### src/rtl/rf_wb_arbiter.sv
// rf_wb_arbiter
// Two writeback sources share the register file's single write port.
// src0 is the ALU and src1 is the load/store unit. A round-robin grant
// picks one source per cycle, and the winning write is registered onto
// we/waddr/wbdata. A busy scoreboard marks registers that still have a
// write pending, so issue logic can stall reads of those registers.
//
// Ports
//   clk, reset           : clock; asynchronous active-high reset
//   hold                 : when 1, no source is granted this cycle
//   src{0,1}_valid/addr/data : write requests
//   src{0,1}_ready       : combinational grant, never asserted without valid
//   we, waddr, wbdata    : registered register file write port
//   sb_set, sb_addr      : issue stage marks sb_addr busy
//   rs1, rs2             : read addresses being issued
//   rs1_busy, rs2_busy   : combinational lookup of the busy vector
//   sb_err               : sticky flag, sb_set hit an already-busy register
//
// Handshake: a source write is transferred on a rising edge where
// srcN_valid && srcN_ready. Ready is a pure function of this cycle's
// valids, hold and the round-robin pointer. There is no backpressure
// on the register file side.
module rf_wb_arbiter #(
  parameter int ADDR_W      = 5,
  parameter int DATA_W      = 32,
  parameter bit ZERO_REG_EN = 1'b1
) (
  input  logic              clk,
  input  logic              reset,
  input  logic              hold,
  input  logic              src0_valid,
  input  logic [ADDR_W-1:0] src0_addr,
  input  logic [DATA_W-1:0] src0_data,
  output logic              src0_ready,
  input  logic              src1_valid,
  input  logic [ADDR_W-1:0] src1_addr,
  input  logic [DATA_W-1:0] src1_data,
  output logic              src1_ready,
  output logic              we,
  output logic [ADDR_W-1:0] waddr,
  output logic [DATA_W-1:0] wbdata,
  input  logic              sb_set,
  input  logic [ADDR_W-1:0] sb_addr,
  input  logic [ADDR_W-1:0] rs1,
  input  logic [ADDR_W-1:0] rs2,
  output logic              rs1_busy,
  output logic              rs2_busy,
  output logic              sb_err
);

  localparam int NREGS = 1 << ADDR_W;

  logic              rr_q, rr_d;
  logic              we_q, we_d;
  logic [ADDR_W-1:0] waddr_q, waddr_d;
  logic [DATA_W-1:0] wbdata_q, wbdata_d;
  logic [NREGS-1:0]  busy_q, busy_d;
  logic              err_q, err_d;

  logic              gnt0, gnt1, any_gnt;
  logic [ADDR_W-1:0] gnt_addr;
  logic [DATA_W-1:0] gnt_data;
  logic              set_ok;
  logic              clr_hit;

  // Round-robin only matters on contention; a lone requester always wins.
  always_comb begin
    gnt0 = !hold && src0_valid && (!src1_valid || (rr_q == 1'b0));
    gnt1 = !hold && src1_valid && (!src0_valid || (rr_q == 1'b1));
    any_gnt  = gnt0 || gnt1;
    gnt_addr = gnt1 ? src1_addr : src0_addr;
    gnt_data = gnt1 ? src1_data : src0_data;
  end

  assign src0_ready = gnt0;
  assign src1_ready = gnt1;

  always_comb begin
    rr_d     = rr_q;
    we_d     = 1'b0;
    waddr_d  = waddr_q;
    wbdata_d = wbdata_q;
    if (any_gnt) begin
      // Pointer moves to the source that lost (or did not compete).
      rr_d     = gnt0 ? 1'b1 : 1'b0;
      waddr_d  = gnt_addr;
      wbdata_d = gnt_data;
      // A write to the hardwired zero register is consumed but never issued.
      we_d     = !(ZERO_REG_EN && (gnt_addr == '0));
    end
  end

  // Scoreboard: the clear is applied first so a same-edge set wins.
  always_comb begin
    set_ok  = sb_set && !(ZERO_REG_EN && (sb_addr == '0));
    clr_hit = we_q && (waddr_q == sb_addr);
    busy_d  = busy_q;
    err_d   = err_q;
    if (we_q) busy_d[waddr_q] = 1'b0;
    if (set_ok) begin
      busy_d[sb_addr] = 1'b1;
      if (busy_q[sb_addr] && !clr_hit) err_d = 1'b1;
    end
  end

  always_ff @(posedge clk or posedge reset) begin
    if (reset) begin
      rr_q     <= 1'b0;
      we_q     <= 1'b0;
      waddr_q  <= '0;
      wbdata_q <= '0;
      busy_q   <= '0;
      err_q    <= 1'b0;
    end else begin
      rr_q     <= rr_d;
      we_q     <= we_d;
      waddr_q  <= waddr_d;
      wbdata_q <= wbdata_d;
      busy_q   <= busy_d;
      err_q    <= err_d;
    end
  end

  assign we       = we_q;
  assign waddr    = waddr_q;
  assign wbdata   = wbdata_q;
  assign sb_err   = err_q;
  assign rs1_busy = busy_q[rs1];
  assign rs2_busy = busy_q[rs2];

endmodule
### config.mk
export PLATFORM = sky130hd
export DESIGN_NAME = rf_wb_arbiter
export DESIGN_NICKNAME = d
export VERILOG_FILES = /design/src/rtl/rf_wb_arbiter.sv
export SDC_FILE = /design/constraint.sdc
export NUM_CORES = 1
export LEC_CHECK = 0
export ABC_AREA = 0
export BUFFER_PORTS_ARGS = -buffer_cell sky130_fd_sc_hd__buf_2
export CORE_MARGIN = 3
export CORE_UTILIZATION = 30
export CTS_BUF_LIST = sky130_fd_sc_hd__clkbuf_16
export DETAILED_ROUTE_END_ITERATION = 8
export HOLD_SLACK_MARGIN = 0.12
export PLACE_DENSITY = 0.55
export SETUP_SLACK_MARGIN = 0.4
export SYNTH_ARGS = -nofsm -noshare
export SYNTH_HDL_FRONTEND = slang
export SYNTH_SLANG_ARGS = --single-unit
### constraint.sdc
create_clock -name clk -period 2.2 [get_ports clk]
set_input_delay 0.44 -clock clk [delete_from_list [all_inputs] [get_ports clk]]
set_output_delay 0.44 -clock clk [all_outputs]
set_load 0.03 [all_outputs]
# Word-level counts from Yosys, hierarchy flattened

Cells that the tools add are included.

Bits in registers: 72
Output and inout bits: 43

Order comparisons: 6
Equality and inequality tests: 1
Mux-type cells: 16
Bitwise logic cells: 4
Reductions and logical operators: 21

Operators with widths:

| operator                                                          | count |
|---|---|
| two-way mux 32 bit                                                | 3 |
| bitwise AND 32 bit                                                | 1 |
| NOT 32 bit                                                        | 1 |
| OR 32 bit                                                         | 1 |
| < comparator 5 x 6 -> 1 bit, second input constant                | 4 |
| binary-select mux 1 bit (select 5 bit)                            | 3 |
| demux 1 bit (select 5 bit)                                        | 2 |
| greater-or-equal comparator 5 x 1 -> 1 bit, second input constant | 2 |
| logical NOT 5 bit                                                 | 2 |
| logical AND 1 bit                                                 | 9 |
| two-way mux 1 bit                                                 | 7 |
| logical NOT 1 bit                                                 | 6 |
| equality test 5 bit                                               | 1 |
| two-way mux 5 bit                                                 | 1 |
| logical OR 1 bit                                                  | 3 |
| AND reduction 2 bit                                               | 1 |
| NOT 1 bit                                                         | 1 |

# Longest topological paths before layout

Word-level depth: 9
Mapped depth: 7
Gate-level depth less buffers: 5

# Least setup slack after synthesis

No wires, ideal clock.

Kind: input-to-output
Start point: input port rs1[0]
End point: output port rs1_busy
Arrival: 1976 ps
Path slack: -216 ps
Cell stages on the path: 4
Cells stage by stage: buf_2 -> mux4_2 -> mux4_2 -> mux2_2

Cells in the longest elaborated chain, start to end: 2

RTL lines:

| what                                    | RTL line | source |
|---|---|---|
| start: declaration                      | 44       | `input logic [ADDR_W-1:0] rs1,` |
| binary-select mux 1 bit (select 5 bit)  | 128      | `assign rs1_busy = busy_q[rs1];` |
| two-way mux 1 bit (implied by the code) | 128      |  |
| end: declaration                        | 46       | `output logic rs1_busy,` |

Every way passes these cells. The select of a mux whose other input is x is not followed.

# Final worst setup path

Start point: register busy_q[31]
End point: output port rs2_busy

Cells in the longest elaborated chain, start to end: 2

RTL lines:

| what                                    | RTL line | source |
|---|---|---|
| start: declaration                      | 57       | `logic [NREGS-1:0] busy_q, busy_d;` |
| start signal: assignment                | 119      | `busy_q <= busy_d;` |
| binary-select mux 1 bit (select 5 bit)  | 129      | `assign rs2_busy = busy_q[rs2];` |
| two-way mux 1 bit (implied by the code) | 129      |  |
| end: declaration                        | 47       | `output logic rs2_busy,` |

Every way passes these cells. The select of a mux whose other input is x is not followed.

==> parameters.txt <==
Parameter                              Value

Clocking
  Sinks on the clock net ... 72
  Number of buffers added by the clock tree synthesis step ... 9
  Number of hold buffers added after CTS ... 0
  H-tree level count ... 3
  Worst-path clk slew ... 0.06 ns
  Clock tree from TritonCTS ... done
  Clock Latency Late Sink ... 0.33 ns
  Maximum buffer depth of the clock tree ... 2
  Clock tree root buffer cell ... clkbuf_16

Drt
  Aggregate routed wire length ... 12600 um
  Final ANT Viol Nets ... 0
  Iteration count of the initial detailed-routing pass ... 4
  Initial DRC Count ... 227
  Via count ... 3677
  DR vias/cell ... 5.16
  Number of design rule violations left after detail routing ... 0
  Wire per inst ... 17.6 um

STA
  Number of max-slew violations in the final report ... 0
  Final worst path period need ... 2.58 ns
  Final Cycle Share ... 1.17
  F_max ... 388 MHz
  Worst Setup Slack, final ... -0.376 ns
  Setup TNS after final layout ... -0.725 ns
  Normalized max-slew margin ... 0.699
  Clk_skew ... 0.00461 ns
  Hold Fails Final Rpt ... 0
  Setup violation total in the final timing report ... 2
  Unrepaired setup endpoints after global routing ... true
  Least-Margin Pin Slew ... 0.450 ns

Setup path
  Count of cells along the worst register-to-register path ... 6
  CP startpoint kind ... flip-flop
  Worst path arrival time ... 2.14 ns
  Reg2Reg Launch Point ... busy_q[22]
  Reg2reg setup slack ... 0.44 ns
  Critical register-to-register path endpoint ... sb_err
  Ordered cell list for the critical path ... mux4_2 > mux4_2 > mux2_4 > buf_6
  Worst path most repeated cell ... mux4_2
  Worst stage delay on the critical path ... 0.49 ns
  Largest fanout of any net on the critical path ... 4
  Cell with the biggest individual delay on the critical path ... mux4_2
  Crit Path Class ... flip-flop to output pin
  Type of destination of the critical path ... output pin
  WP data required ... 1.76 ns

Logic synthesis
  Most instantiated flip-flop cell in the synthesis netlist ... dfrtp_1
  Net Count, Synth ... 485
  Top cells by instance count after synthesis ... o21ai_0, dfrtp_1, mux2i_1, nand2_1, mux4_2
  Portion of the post-synthesis area used by sequential elements ... 0.444
  Post-synth cell types ... 39
  Async set-or-reset flop fraction in the synthesized netlist ... 1.00
  Cell taking the most area after synthesis ... dfrtp_1
  Share of the synthesized area in the top cell type ... 0.444
  Yosys warnings ... 0
  Post-synthesis cell area ... 4060 um^2
  Avg Inst Size Synth ... 10.4 um^2
  Mapped Cells ... 390
  Leading cell types by total area after synthesis ... dfrtp_1, o21ai_0, mux2i_1
  Count leader, synth ... o21ai_0
  Flops & latches, synth ... 72
  Post-synth EDFFs ... 0

Global routing
  Number of antenna violations at the first check in global routing ... 0
  Global-route wire length before repair ... 20200 um
  Number of global-route vias before repair ... 3861
  Tot GR Track Use ... 0.174
  Total congestion overflow ... 0
  Maximum number of pins on one net before global-route repair ... 73

Layout
  Nets ... 631
  Area overhead of the layout relative to synthesis ... 33.8%
  Final core utilization ... 0.420
  Total inserted antenna cells ... 0
  Share of post-route cells with drive strength above 1 ... 0.390

Floorplanning
  Total Die Area ... 14900 um^2
  Starting density of the core ... 0.314
  Die Wd ... 122 um
  Area of the core ... 12900 um^2
  Ports ... 138
  Die Span Y ... 122 um
  Number of placement rows ... 41

Placed design
  Setup slack at placement ... -0.407 ns
  Routability cong. ... 0.840
  Detailed placer's ending HPWL ... 9480 um
  Total of buffers placed on input and output ports ... 137

Pwr
  Final Power ... 5.10 mW
  Leakage component of the power ... 2.55 nW
  Max VDD drop ... 0.000313 V
  Ratio of total power to cell area ... 940 nW/um^2

Run
  Number of maximum-capacitance violations ... 0

Run status
  Result of the run ... finished, violations left
  Violated checks ... negative setup slack

Worst hold path
  Worst hold path class ... primary input to async pin
[power by group]
group	internal (mW)	switching (mW)	total (mW)	leakage (nW)
Combinational	0.775	0.782	1.56	1.58
Sequential	1.65	0.359	2.01	0.821
Clock	0.982	0.557	1.54	0.152
[repair_timing]
item / 4_1_cts / 5_1_grt
buffers inserted: 1 / 1
gates resized for setup: 6 / 4
pin swaps: 1 / 1
setup endpoints to repair: 3 / 4
[flip-flops by register name, indices dropped and copies added, names as in the netlist]
name	cells
busy_q	32
sb_err	1
waddr	5
rr_q	1
we	1
wbdata	32
[logic make-up after synthesis]
logic type	count (synthesis)	share of synthesized area
compound gates	117	0.154
simple gates	90	0.110
mux	74	0.249
flops	72	0.444
buf+inv	32	0.0321
xor+xnor	5	0.0108
[final cells by class]
class,instances,area [um^2]
clock buffer,9,225
fill,1288,7500
sequential,72,1810
timing repair buffer,163,923
tap,172,215
clock inverter,7,87.6
inverter,4,18.8
multi-input combinational,286,2150
[layer usage]
| layer | GRT usage | vias to the layer above | part of all wire |
|---|---|---|---|
| li1 | - | 1728 | - |
| met2 | 0.280 | 182 | 0.47 |
| met5 | 0 | - | 0 |
| met4 | 0.0574 | 0 | 0.018 |
| met3 | 0.0627 | 16 | 0.10 |
| met1 | 0.219 | 1751 | 0.41 |
[worst max-delay path by stage]
stage / start / to / slack [ns]
floorplan: rs1[0] / rs1_busy / -0.06
global placement: rs2[0] / rs2_busy / -0.36
detailed placement: rs2[0] / rs2_busy / -0.41
CTS: busy_q[31] / rs2_busy / -0.40
global route: busy_q[4] / rs2_busy / -0.43
finish: busy_q[31] / rs2_busy / -0.38
[through the flow]
step | hold WS (ns) | cell area (um^2) | instances
after floorplan | 0.473 | 4120 | 390
after global routing | 0.242 | 5430 | 713
after CTS | 0.223 | 5410 | 712
after global placement | 0.460 | 5070 | 695
final | 0.207 | 5430 | 713
after detailed placement | 0.465 | 5070 | 695
[cell usage in the layout (no fill, tap or decap), types with 3 or more instances in the layout]
master,count
buf_2,133
nor3_1,6
dfrtp_1,69
xor2_1,4
buf_4,25
o21ai_0,103
mux4_2,21
nand2b_1,3
nand3_1,5
mux2i_1,49
nor2_1,8
nand3b_1,11
inv_1,4
or3b_2,3
nand2_1,44
clkbuf_16,9
dfrtp_2,3
[worst max-delay path: cells and delay by family (launching register included)]
family,cells,cell delay [ns]
multiplexers,3,1.25
flip-flops,1,0.41
buffers and inverters,1,0.14
No activity file was read; power rests on OpenSTA's default activity.
